==> src/rtl/seq1101_framer.sv <==
// seq1101_framer: serialises a DATA_W-bit word MSB first behind a 1101 preamble; SEQ1101_STUFF_EN enables zero stuffing.
module seq1101_framer #(
  parameter int DATA_W = 8
) (
  input  logic              clk,
  input  logic              rst,
  input  logic              in_valid,
  input  logic [DATA_W-1:0] in_data,
  output logic              in_ready,
  output logic              out,
  output logic              bit_valid,
  output logic              done
);
  localparam int CW = $clog2(DATA_W + 1);
  typedef enum logic [1:0] {IDLE, PRE, PAY, STF} state_t;
  state_t            state, state_n;
  logic [DATA_W-1:0] sr, sr_n;
  logic [CW-1:0]     bit_cnt, bit_cnt_n;
  logic [1:0]        pre_cnt, pre_cnt_n;
  logic              out_n, bit_valid_n, done_n;
  logic              stuff, tail;
  assign in_ready = (state == IDLE) && !rst;
`ifdef SEQ1101_STUFF_EN
  logic [2:0] hist, hist_n;
  assign stuff  = hist == 3'b110;
  assign tail   = {hist[1:0], sr[DATA_W-1]} == 3'b110;
  assign hist_n = (state == IDLE && in_valid) ? 3'b001 :
                  bit_valid_n ? {hist[1:0], out_n} : hist;
  always_ff @(posedge clk)
    hist <= rst ? 3'b000 : hist_n;
`else
  assign stuff = 1'b0;
  assign tail  = 1'b0;
`endif
  // state names what is on the line now; each edge picks the next bit
  always_comb begin
    state_n     = state;
    sr_n        = sr;
    bit_cnt_n   = bit_cnt;
    pre_cnt_n   = pre_cnt;
    out_n       = 1'b0;
    bit_valid_n = 1'b0;
    done_n      = 1'b0;
    if (state == IDLE) begin
      if (in_valid) begin
        state_n     = PRE;
        sr_n        = in_data;
        bit_cnt_n   = CW'(DATA_W);
        pre_cnt_n   = 2'd1;
        out_n       = 1'b1;
        bit_valid_n = 1'b1;
      end
    end else if (state == PRE) begin
      out_n       = pre_cnt != 2'd2;
      bit_valid_n = 1'b1;
      pre_cnt_n   = pre_cnt + 2'd1;
      state_n     = pre_cnt == 2'd3 ? PAY : PRE;
    end else if (bit_cnt != '0) begin
      bit_valid_n = 1'b1;
      if (stuff) begin
        state_n = STF;
      end else begin
        out_n     = sr[DATA_W-1];
        sr_n      = sr << 1;
        bit_cnt_n = bit_cnt - CW'(1);
        state_n   = PAY;
        done_n    = bit_cnt == CW'(1) && !tail;
      end
    end else if (state == PAY && stuff) begin
      state_n     = STF;
      bit_valid_n = 1'b1;
      done_n      = 1'b1;
    end else begin
      state_n = IDLE;
    end
  end
  always_ff @(posedge clk)
    if (rst) begin
      state     <= IDLE;
      sr        <= '0;
      bit_cnt   <= '0;
      pre_cnt   <= '0;
      out       <= 1'b0;
      bit_valid <= 1'b0;
      done      <= 1'b0;
    end else begin
      state     <= state_n;
      sr        <= sr_n;
      bit_cnt   <= bit_cnt_n;
      pre_cnt   <= pre_cnt_n;
      out       <= out_n;
      bit_valid <= bit_valid_n;
      done      <= done_n;
    end
endmodule

==> config.mk <==
export PLATFORM = sky130hd
export DESIGN_NAME = seq1101_framer
export DESIGN_NICKNAME = d
export VERILOG_FILES = /design/src/rtl/seq1101_framer.sv
export SDC_FILE = /design/constraint.sdc
export NUM_CORES = 1
export LEC_CHECK = 0
export BUFFER_PORTS_ARGS = -buffer_cell sky130_fd_sc_hd__buf_2
export CAP_MARGIN = 20
export CORE_UTILIZATION = 49
export DETAILED_ROUTE_END_ITERATION = 8
export GPL_TIMING_DRIVEN = 0
export PLACE_DENSITY = 0.81
export SYNTH_ARGS = -nofsm -noshare
export SYNTH_HDL_FRONTEND = slang
export SYNTH_SLANG_ARGS = --single-unit
==> constraint.sdc <==
create_clock -name clk -period 1.48 [get_ports clk]
set_clock_uncertainty 0.1 [all_clocks]
set_input_delay 0.296 -clock clk [delete_from_list [all_inputs] [get_ports clk]]
set_output_delay 0.296 -clock clk [all_outputs]
set_load 0.02 [all_outputs]
==> metrics.yaml, run 1 <==
status:
  status: "completed"
setup_path:
  worstPathMaxFanout: 7
  crit_required_ns: 1.61
  crit_chain: "inv_4 > ha_4 > nor3b_4 > o21ai_4 > a221oi_2"
  critPathMaxStageDelay_ns: 0.37
  arrival_ns: 1.59
  critPathSlowestCell: "dfxtp_4"
  crit_path_end: "sr[7]"
  endpoint_kind: "flop"
  r2r_setup_slack_ns: 0.02
  r2r-start: "bit_cnt[0]"
  crit_type: "flop to flop"
  r2r_end: "sr[7]"
  startpoint_type: "flop"
  crit_start: "bit_cnt[0]"
  r2r_cells: 5
global_routing:
  grt_overflow: 0
  grt_max_degree: 12
  grt_util_all_layers: 0.214
  antenna_found_initial: 0
  grt_pass1_vias: 724
  grt_pass1_wl_um: 3190
cells_and_area:
  nets: 136
  fillers: 155
  area_growth_pct: 24.5
  final_common_cell: "dfxtp_1"
  n_antenna_cell: 0
  final_layout_size_suffix_gt1_frac: 0.445
  layout_common_cells: "dfxtp_1 (15), buf_2 (13), nor2_1 (9)"
  fin_area_um2: 1280
logic_synthesis:
  ys_seq_area_frac: 0.371
  synth_area_um2: 1030
  syn_area_per_cell_um2: 10.7
  yosys_warnings: 0
  synth_area_leaders: "dfxtp_1 (37%), a221oi_2 (10%), mux2i_1 (7.8%), ha_1 (6.1%), nor3b_4 (3.7%)"
  synthesis.instances: 96
  synth_fp_nets: 112
  netlist.area_leader.share: 0.371
  synth-seq-cells: 19
  synth_area_leader_cell: "dfxtp_1"
  synth.distinct_cells: 32
floorplan:
  rows: 16
  fp.dieH_um: 47.8
  core_area_um2: 1960
  ioPinCount: 15
  dieWidth_um: 47.8
  start_util: 0.523
  dieArea_um2: 2280
min_path:
  hold_class: "input port to flop"
sta:
  post-route-min-period_ns: 1.46
  max_freq_mhz: 684
  setup_tns_ns: 0
  setup_viol: 0
  drv_slew: 0
  relSlewSlack: 0.724
  rsz0062_at_grt: "true"
  fin_crit_sh: 0.988
  worstMarginPinSlew_ns: 0.414
  whs_ns: 0.115
  hold_viol: 0
placed_design:
  gp_congestion: 0.788
  hpwl_um: 1390
  placed_area_um2: 1130
  io_buffers: 14
route:
  routed_wl_um: 2210
  vias_per_cell: 5.57
  drt-pass1-iter-count: 4
  drt_iter0_drc: 15
  drtAntennaViolNets: 0
  drc: 0
  post_drt_wl_per_cell_um: 15.1
  vias: 813
pwr:
  p_leak_uw: 0.000519
  total_power_uw: 1030
  peakVddDrop_uv: 456
  power_density_nw_per_um2: 810
clock_tree:
  worstSkewPairLatency_ns: 0.31
  clkSinkCount: 19
  numCtsBuffers: 3
  clkTransAtPathRegs_ns: 0.11
  tritoncts: "yes"
  clockBufferDepth: 2
  htree_levels: 1
  cts_root_buf: "clkbuf_4"
run:
  cap_violations: 0
## metal layers
layer  global-route usage  share of wire  up-vias
li1                     -              -      403
met3               0.0377          0.024        7
met4                0.139          0.029        0
met1                0.229           0.45      387
met5                    0              0        -
met2                0.381           0.49       16
## layout make-up
class,count,area [µm²],area share
Clock buffer,3,22.5,0.0176
Tap cell,27,33.8,0.0264
Buffer,3,41.3,0.0323
Clock inverter,1,5.00,0.00392
Timing Repair Buffer,20,121,0.0950
Multi-Input combinational cell,67,626,0.490
Sequential cell,19,395,0.309
Inverter,6,32.5,0.0255
## timing repair
item | CTS | global route
gates resized for setup | 18 | 7
hold buffers | 0 | 0
pin swaps | 4 | 5
setup buffers | 4 | 2
endpoints found under the setup margin | 15 | 11
## cells in the mapped netlist
library cell,n
and2b_2,1
nand2_1,2
a221oi_2,7
o21ai_4,1
buf_6,2
inv_6,1
nand3_1,2
nand4b_1,1
clkbuf_1,1
inv_1,5
dfxtp_1,19
nor3_1,1
a211oi_1,3
a22oi_1,1
nor2_4,1
and2_1,1
o21ai_0,2
or3_1,1
nand2b_1,1
ha_1,5
or3b_4,2
nor2_1,9
o21bai_1,1
a21oi_1,7
buf_2,1
nand2_4,1
nor2b_1,2
nor4b_4,1
nor3b_4,2
nor4_1,1
o211ai_1,3
mux2i_1,8
## per-stage QoR
step,cells,setup WS [ns],utilization
floorplan,96,0.0144,-
global placement,137,-0.178,0.578
detailed placement,137,-0.197,0.578
CTS,145,-0.0243,0.637
global route,146,-0.0598,0.651
finish,146,0.0177,0.651
## flip-flops by register name, indices dropped and copies added (netlist names)
| name | cells |
|---|---|
| pre_cnt | 2 |
| bit_cnt | 4 |
| out | 1 |
| bit_valid | 1 |
| sr | 8 |
| done | 1 |
| state | 2 |
## worst min path at each step
stage	from	end	slack [ns]	depth (start not counted)
final	in_data[0]	sr[0]	0.11	3
after global routing	in_data[0]	sr[0]	0.12	3
after global placement	pre_cnt[0]	pre_cnt[0]	0.36	1
after CTS	in_data[0]	sr[0]	0.12	3
after detailed placement	pre_cnt[0]	pre_cnt[0]	0.37	1
after floorplan	in_data[0]	sr[0]	0.34	2
## kinds of logic after synthesis
kind of cell,Yosys count,synth area share
flip-flops,19,0.371
multiplexers,8,0.0781
buffers and inverters,10,0.0573
AO/OA/AOI/OAI,25,0.221
adder cells (fa/ha/maj),5,0.0610
AND/OR/NAND/NOR,29,0.212
## worst max-delay path: cells and delay by family (launching register included)
family / cells / cell delay (ns)
adders and majority gates: 1 / 0.13
and+or+nand+nor: 1 / 0.29
buffers and inverters: 1 / 0.07
AOI/OAI and AO/OA: 2 / 0.42
DFF: 1 / 0.37
## power by group
| part | leakage [µW] | internal (µW) | switching [µW] | total [µW] |
|---|---|---|---|---|
| registers | 0.000159 | 538 | 27.3 | 565 |
| clock network | 0.0000177 | 101 | 173 | 274 |
| logic | 0.000342 | 92.7 | 103 | 196 |
| total | 0.000519 | 731 | 303 | 1030 |
No activity file was read; power rests on OpenSTA's default activity.
==> run 2: changes to the inputs <==
==> constraint.sdc (replaced) <==
create_clock -name clk -period 1.48 [get_ports clk]
set_clock_uncertainty 0.1 [all_clocks]
set_input_delay 0.296 -clock clk [delete_from_list [all_inputs] [get_ports clk]]
set_output_delay 0.296 -clock clk [all_outputs]
set_load 0.05 [all_outputs]
==> run 2 against run 1 <==
The run now ends with negative setup slack left. Core utilization is 3.3 points higher. Non-clock buffer count rose by 5. Register-to-register slack got worse by 0.03 ns. Final cell count up 3.4%. Largest cell class unchanged. Largest power group unchanged. Highest routed layer unchanged.
==> metrics.yaml, run 2 (same netlist as run 1, synthesis figures left out) <==
setup_path:
  worstPathMaxFanout: 4
  crit_type: "flop to flop"
  arrival_ns: 1.65
  endpoint_kind: "flop"
  startpoint_type: "flop"
  crit_required_ns: 1.63
placed_design:
  post-place-ws_ns: -0.166
  dp.cells: 137
  gp_congestion: 0.837
  hpwl_um: 1350
  io_buffers: 14
pwr:
  p_sw_frac: 0.300
  p_leak_uw: 0.000553
  p_clk_frac: 0.260
  p_comb_frac: 0.209
  power_density_nw_per_um2: 794
  peakVddDrop_uv: 443
  p_int_uw: 745
  p_sw_uw: 319
  total_power_uw: 1060
  power_frac_seq: 0.531
floorplan:
  dieArea_um2: 2280
  start_util: 0.523
  ioPinCount: 15
  dieWidth_um: 47.8
  fp.dieH_um: 47.8
  core_area_um2: 1960
  rows: 16
sta:
  post-route-min-period_ns: 1.49
  max_freq_mhz: 670
  setup_viol: 2
  setup_slack_ns: -0.0131
  rsz0062_at_grt: "true"
  whs_ns: 0.124
  drv_slew: 0
  worstMarginPinSlew_ns: 0.320
  fin_crit_sh: 1.01
  relSlewSlack: 0.787
  hold_viol: 0
cells_and_area:
  nets: 141
  largest_reg_flops: 8
  final_layout_size_suffix_gt1_frac: 0.484
  area_growth_pct: 30.7
  top_regs: "sr (8), bit_cnt (4)"
  top_register: "sr"
  layout_common_cells: "dfxtp_1 (15), buf_2 (13), nor2_1 (9)"
  fin_util: 0.684
  stdcell_count: 151
  n_antenna_cell: 0
  final_common_cell: "dfxtp_1"
route:
  vias: 833
  vias_per_cell: 5.52
  routed_wl_um: 2140
  drc: 0
  drtAntennaViolNets: 0
  drt-pass1-iter-count: 2
  drt_iter0_drc: 12
  post_drt_wl_per_cell_um: 14.2
global_routing:
  antenna_found_initial: 0
  grt_util_all_layers: 0.228
  grt_max_degree: 12
  grt_overflow: 0
  grt_pass1_wl_um: 3550
  grt_pass1_vias: 780
status:
  status: "complete, but fails checks"
  violations: "negative setup slack"
clock_tree:
  cts_root_buf: "clkbuf_4"
  clkSinkCount: 19
  numCtsBuffers: 3
  tritoncts: "yes"
  worstSkewPairLatency_ns: 0.31
  cts_hold_buf: 0
  clockBufferDepth: 2
  clkTransAtPathRegs_ns: 0.11
  htree_levels: 1
run:
  cap_violations: 0
min_path:
  hold_class: "input port to flop"
-- run 2: worst paths after layout --
path                                  from         end  slack [ns]  depth (start not counted)
worst max-delay path            bit_cnt[0]  bit_cnt[1]       -0.01                          6
worst min-delay path            in_data[0]       sr[0]        0.12                          3
worst max register to register  bit_cnt[0]  bit_cnt[1]       -0.01                          6
worst min register to register  pre_cnt[0]  pre_cnt[0]        0.39                          1
-- run 2: layout make-up --
class	instances	area [µm²]
tap	27	33.8
fill	147	621
timing repair buffer	25	179
multi-input combinational	67	633
clock inverter	1	5.00
buffer	3	45.0
sequential	19	390
clock buffer	3	22.5
inverter	6	32.5
-- run 2: timing repair --
| item | CTS | global route |
|---|---|---|
| endpoints found under the setup margin | 15 | 13 |
| endpoints found under the hold margin | 0 | 0 |
| resized for setup | 16 | 6 |
| pin swaps | 5 | 5 |
| setup buffers | 10 | 1 |
| gates cloned | 0 | 0 |
-- run 2: stage by stage --
stage | setup TNS [ns] | instance area (µm²)
final | -0.0207 | 1340
after global routing | -0.122 | 1340
after CTS | -0.0113 | 1310
after detailed placement | -1.29 | 1160
after global placement | -0.724 | 1160
after floorplan | 0 | 1050
-- run 2: worst max-delay path, stage by stage, from the launching register on --
cell	delay, ns
dfxtp_4	0.38
inv_4	0.04
ha_4	0.15
nor3b_4	0.16
buf_6	0.14
or3_4	0.32
a21oi_2	0.13
-- run 2: power groups by stage --
stage	clock network, µW	logic [µW]	registers (µW)
2_1_floorplan	0	152	585
3_3_place_gp	0	205	572
3_5_place_dp	0	210	573
4_1_cts	281	218	565
5_1_grt	313	241	571
6_report	277	222	565
-- run 2: routing by layer --
metal  global-route usage  wire, µm  part of all wire
met1                0.266       914              0.43
met3               0.0491        55             0.026
met5                    0         0                 0
met2                0.392      1110              0.52
met4                0.111        61             0.029
==> run 3: changes to the inputs <==
--- a/config.mk
+++ b/config.mk
@@ -5,12 +5,13 @@
 export SDC_FILE = /design/constraint.sdc
 export NUM_CORES = 1
 export LEC_CHECK = 0
+export ABC_AREA = 1
 export BUFFER_PORTS_ARGS = -buffer_cell sky130_fd_sc_hd__buf_2
 export CAP_MARGIN = 20
-export CORE_UTILIZATION = 49
+export CORE_UTILIZATION = 25
 export DETAILED_ROUTE_END_ITERATION = 8
 export GPL_TIMING_DRIVEN = 0
-export PLACE_DENSITY = 0.81
+export PLACE_DENSITY = 0.51
 export SYNTH_ARGS = -nofsm -noshare
 export SYNTH_HDL_FRONTEND = slang
 export SYNTH_SLANG_ARGS = --single-unit
==> run 3 against run 2 <==
The run now ends clean. First-iteration DRC count decreased by 42%. Via count increased by 2.5%. Worst hold slack improved by 0.083 ns. Area after synthesis decreased by 8.0%. Critical path depth decreased by 2. Worst setup slack improved by 0.076 ns. Critical endpoint is now in_ready.
==> metrics.yaml, run 3 <==
route:
  vias: 854
  routed_wl_um: 2050
  post_drt_wl_per_cell_um: 10.3
  vias_per_cell: 4.27
  drt_iter0_drc: 7
  drtAntennaViolNets: 0
  drc: 0
  drt-pass1-iter-count: 2
pwr:
  power_density_nw_per_um2: 1130
  p_sw_uw: 452
  total_power_uw: 1390
  power_frac_seq: 0.435
  p_leak_uw: 0.000599
  p_int_uw: 939
  p_comb_frac: 0.310
  p_sw_frac: 0.325
  p_clk_frac: 0.255
  peakVddDrop_uv: 568
cells_and_area:
  fillers: 389
  nets: 171
  layout_common_cells: "nand2_1 (27), nor2_1 (26), dfxtp_1 (15)"
  area_growth_pct: 31.0
  final_layout_size_suffix_gt1_frac: 0.325
  fin_util: 0.356
  n_antenna_cell: 0
  top_regs: "sr (8), bit_cnt (4)"
  largest_reg_flops: 8
  top_register: "sr"
  final_common_cell: "nand2_1"
logic_synthesis:
  synth-seq-cells: 19
  yosys_warnings: 0
  syn_area_per_cell_um2: 7.37
  synth_fp_nets: 144
  synth_area_leader_cell: "dfxtp_1"
  ys_seq_area_frac: 0.403
  ys.flop_type: "dfxtp_1"
  synth_area_um2: 943
  synth_area_leaders: "dfxtp_1 (40%), nand2_1 (11%), nor2_1 (11%), ha_1 (6.6%), inv_1 (4.8%)"
  synthesis.instances: 128
  synth_commonest_cells: "nand2_1 (27), nor2_1 (27), dfxtp_1 (19)"
  synth_edf_count: 0
  netlist.area_leader.share: 0.403
  synth.distinct_cells: 23
  async_flop_share: 0
sta:
  setup_slack_ns: 0.0625
  setup_tns_ns: 0
  fin_crit_sh: 0.958
  max_freq_mhz: 705
  setup_viol: 0
  hold_viol: 0
  worstMarginPinSlew_ns: 0.343
  relSlewSlack: 0.771
  drv_slew: 0
  rsz0062_at_grt: "false"
  whs_ns: 0.207
  post-route-min-period_ns: 1.42
placed_design:
  hpwl_um: 1370
  io_buffers: 14
  post-place-ws_ns: -0.0871
  gp_congestion: 0.712
floorplan:
  ioPinCount: 15
  rows: 21
  core_area_um2: 3470
  dieArea_um2: 4020
  fp.dieH_um: 63.4
  dieWidth_um: 63.4
  start_util: 0.272
clock_tree:
  cts_hold_buf: 0
  tritoncts: "yes"
  htree_levels: 1
  cts_root_buf: "clkbuf_8"
  numCtsBuffers: 3
  clockBufferDepth: 2
  clkSinkCount: 19
  clkTransAtPathRegs_ns: 0.07
  worstSkewPairLatency_ns: 0.25
global_routing:
  antenna_found_initial: 0
  grt_pass1_vias: 813
  grt_util_all_layers: 0.112
  grt_pass1_wl_um: 3550
  grt_overflow: 0
  grt_max_degree: 12
min_path:
  hold_class: "input port to flop"
setup_path:
  endpoint_kind: "output port"
  crit_type: "flop to output port"
  arrival_ns: 1.02
  worstPathMaxFanout: 3
  startpoint_type: "flop"
  crit_required_ns: 1.08
status:
  status: "completed"
run:
  cap_violations: 0
[run 3: path summary, 6_finish.rpt]
| check | startpoint | to | slack [ns] | cells past startpoint |
|---|---|---|---|---|
| max | state[1] | in_ready | 0.06 | 4 |
| max reg2reg | bit_cnt[0] | sr[6] | 0.09 | 8 |
| min | in_data[0] | sr[0] | 0.21 | 3 |
| min reg2reg | sr[0] | sr[0] | 0.40 | 2 |
[run 3: final cells by class]
| cell class | count | area (µm²) | share of cell area |
|---|---|---|---|
| Buffer | 1 | 20.0 | 0.0162 |
| Clock buffer | 4 | 45.0 | 0.0364 |
| Inverter | 13 | 55.1 | 0.0445 |
| Multi-Input combinational cell | 94 | 519 | 0.420 |
| Sequential cell | 19 | 388 | 0.314 |
| Tap cell | 46 | 57.6 | 0.0466 |
| Timing Repair Buffer | 23 | 151 | 0.122 |
[run 3: per-layer routing]
metal,vias up,routed length (µm),track usage
li1,457,-,-
met1,385,965,0.138
met2,10,1010,0.194
met3,2,43,0.0163
met4,0,31,0.0426
met5,-,0,0
[run 3: critical path, stage by stage (launching register included)]
cell and delay (ns):
dfxtp_4 0.36, nor2_4 0.13, inv_4 0.05, nor2_4 0.09
buf_8 0.15
[run 3: logic make-up after synthesis]
| kind of cell | count (synthesis) | synth area share |
|---|---|---|
| simple gates | 71 | 0.333 |
| flops | 19 | 0.403 |
| compound gates | 17 | 0.111 |
| buf+inv | 15 | 0.0769 |
| fa+ha+maj | 5 | 0.0663 |
| xor+xnor | 1 | 0.00929 |
[run 3: per-stage QoR]
stage               area [µm²]  cells
global route              1240    200
detailed placement        1070    188
global placement          1070    188
floorplan                  946    128
finish                    1240    200
CTS                       1170    193
[run 3: power groups by stage]
stage / Clock [µW] / Sequential, µW / Combinational, µW
6_report: 354 / 606 / 431
5_1_grt: 388 / 613 / 484
4_1_cts: 366 / 606 / 393
3_5_place_dp: 0 / 615 / 353
3_3_place_gp: 0 / 613 / 348
2_1_floorplan: 0 / 634 / 254
[run 3: what timing repair did]
item	in CTS	in global routing
setup buffers	2	7
pin swaps	3	5
endpoints found under the setup margin	9	13
gates cloned	0	0
gates resized for setup	12	6
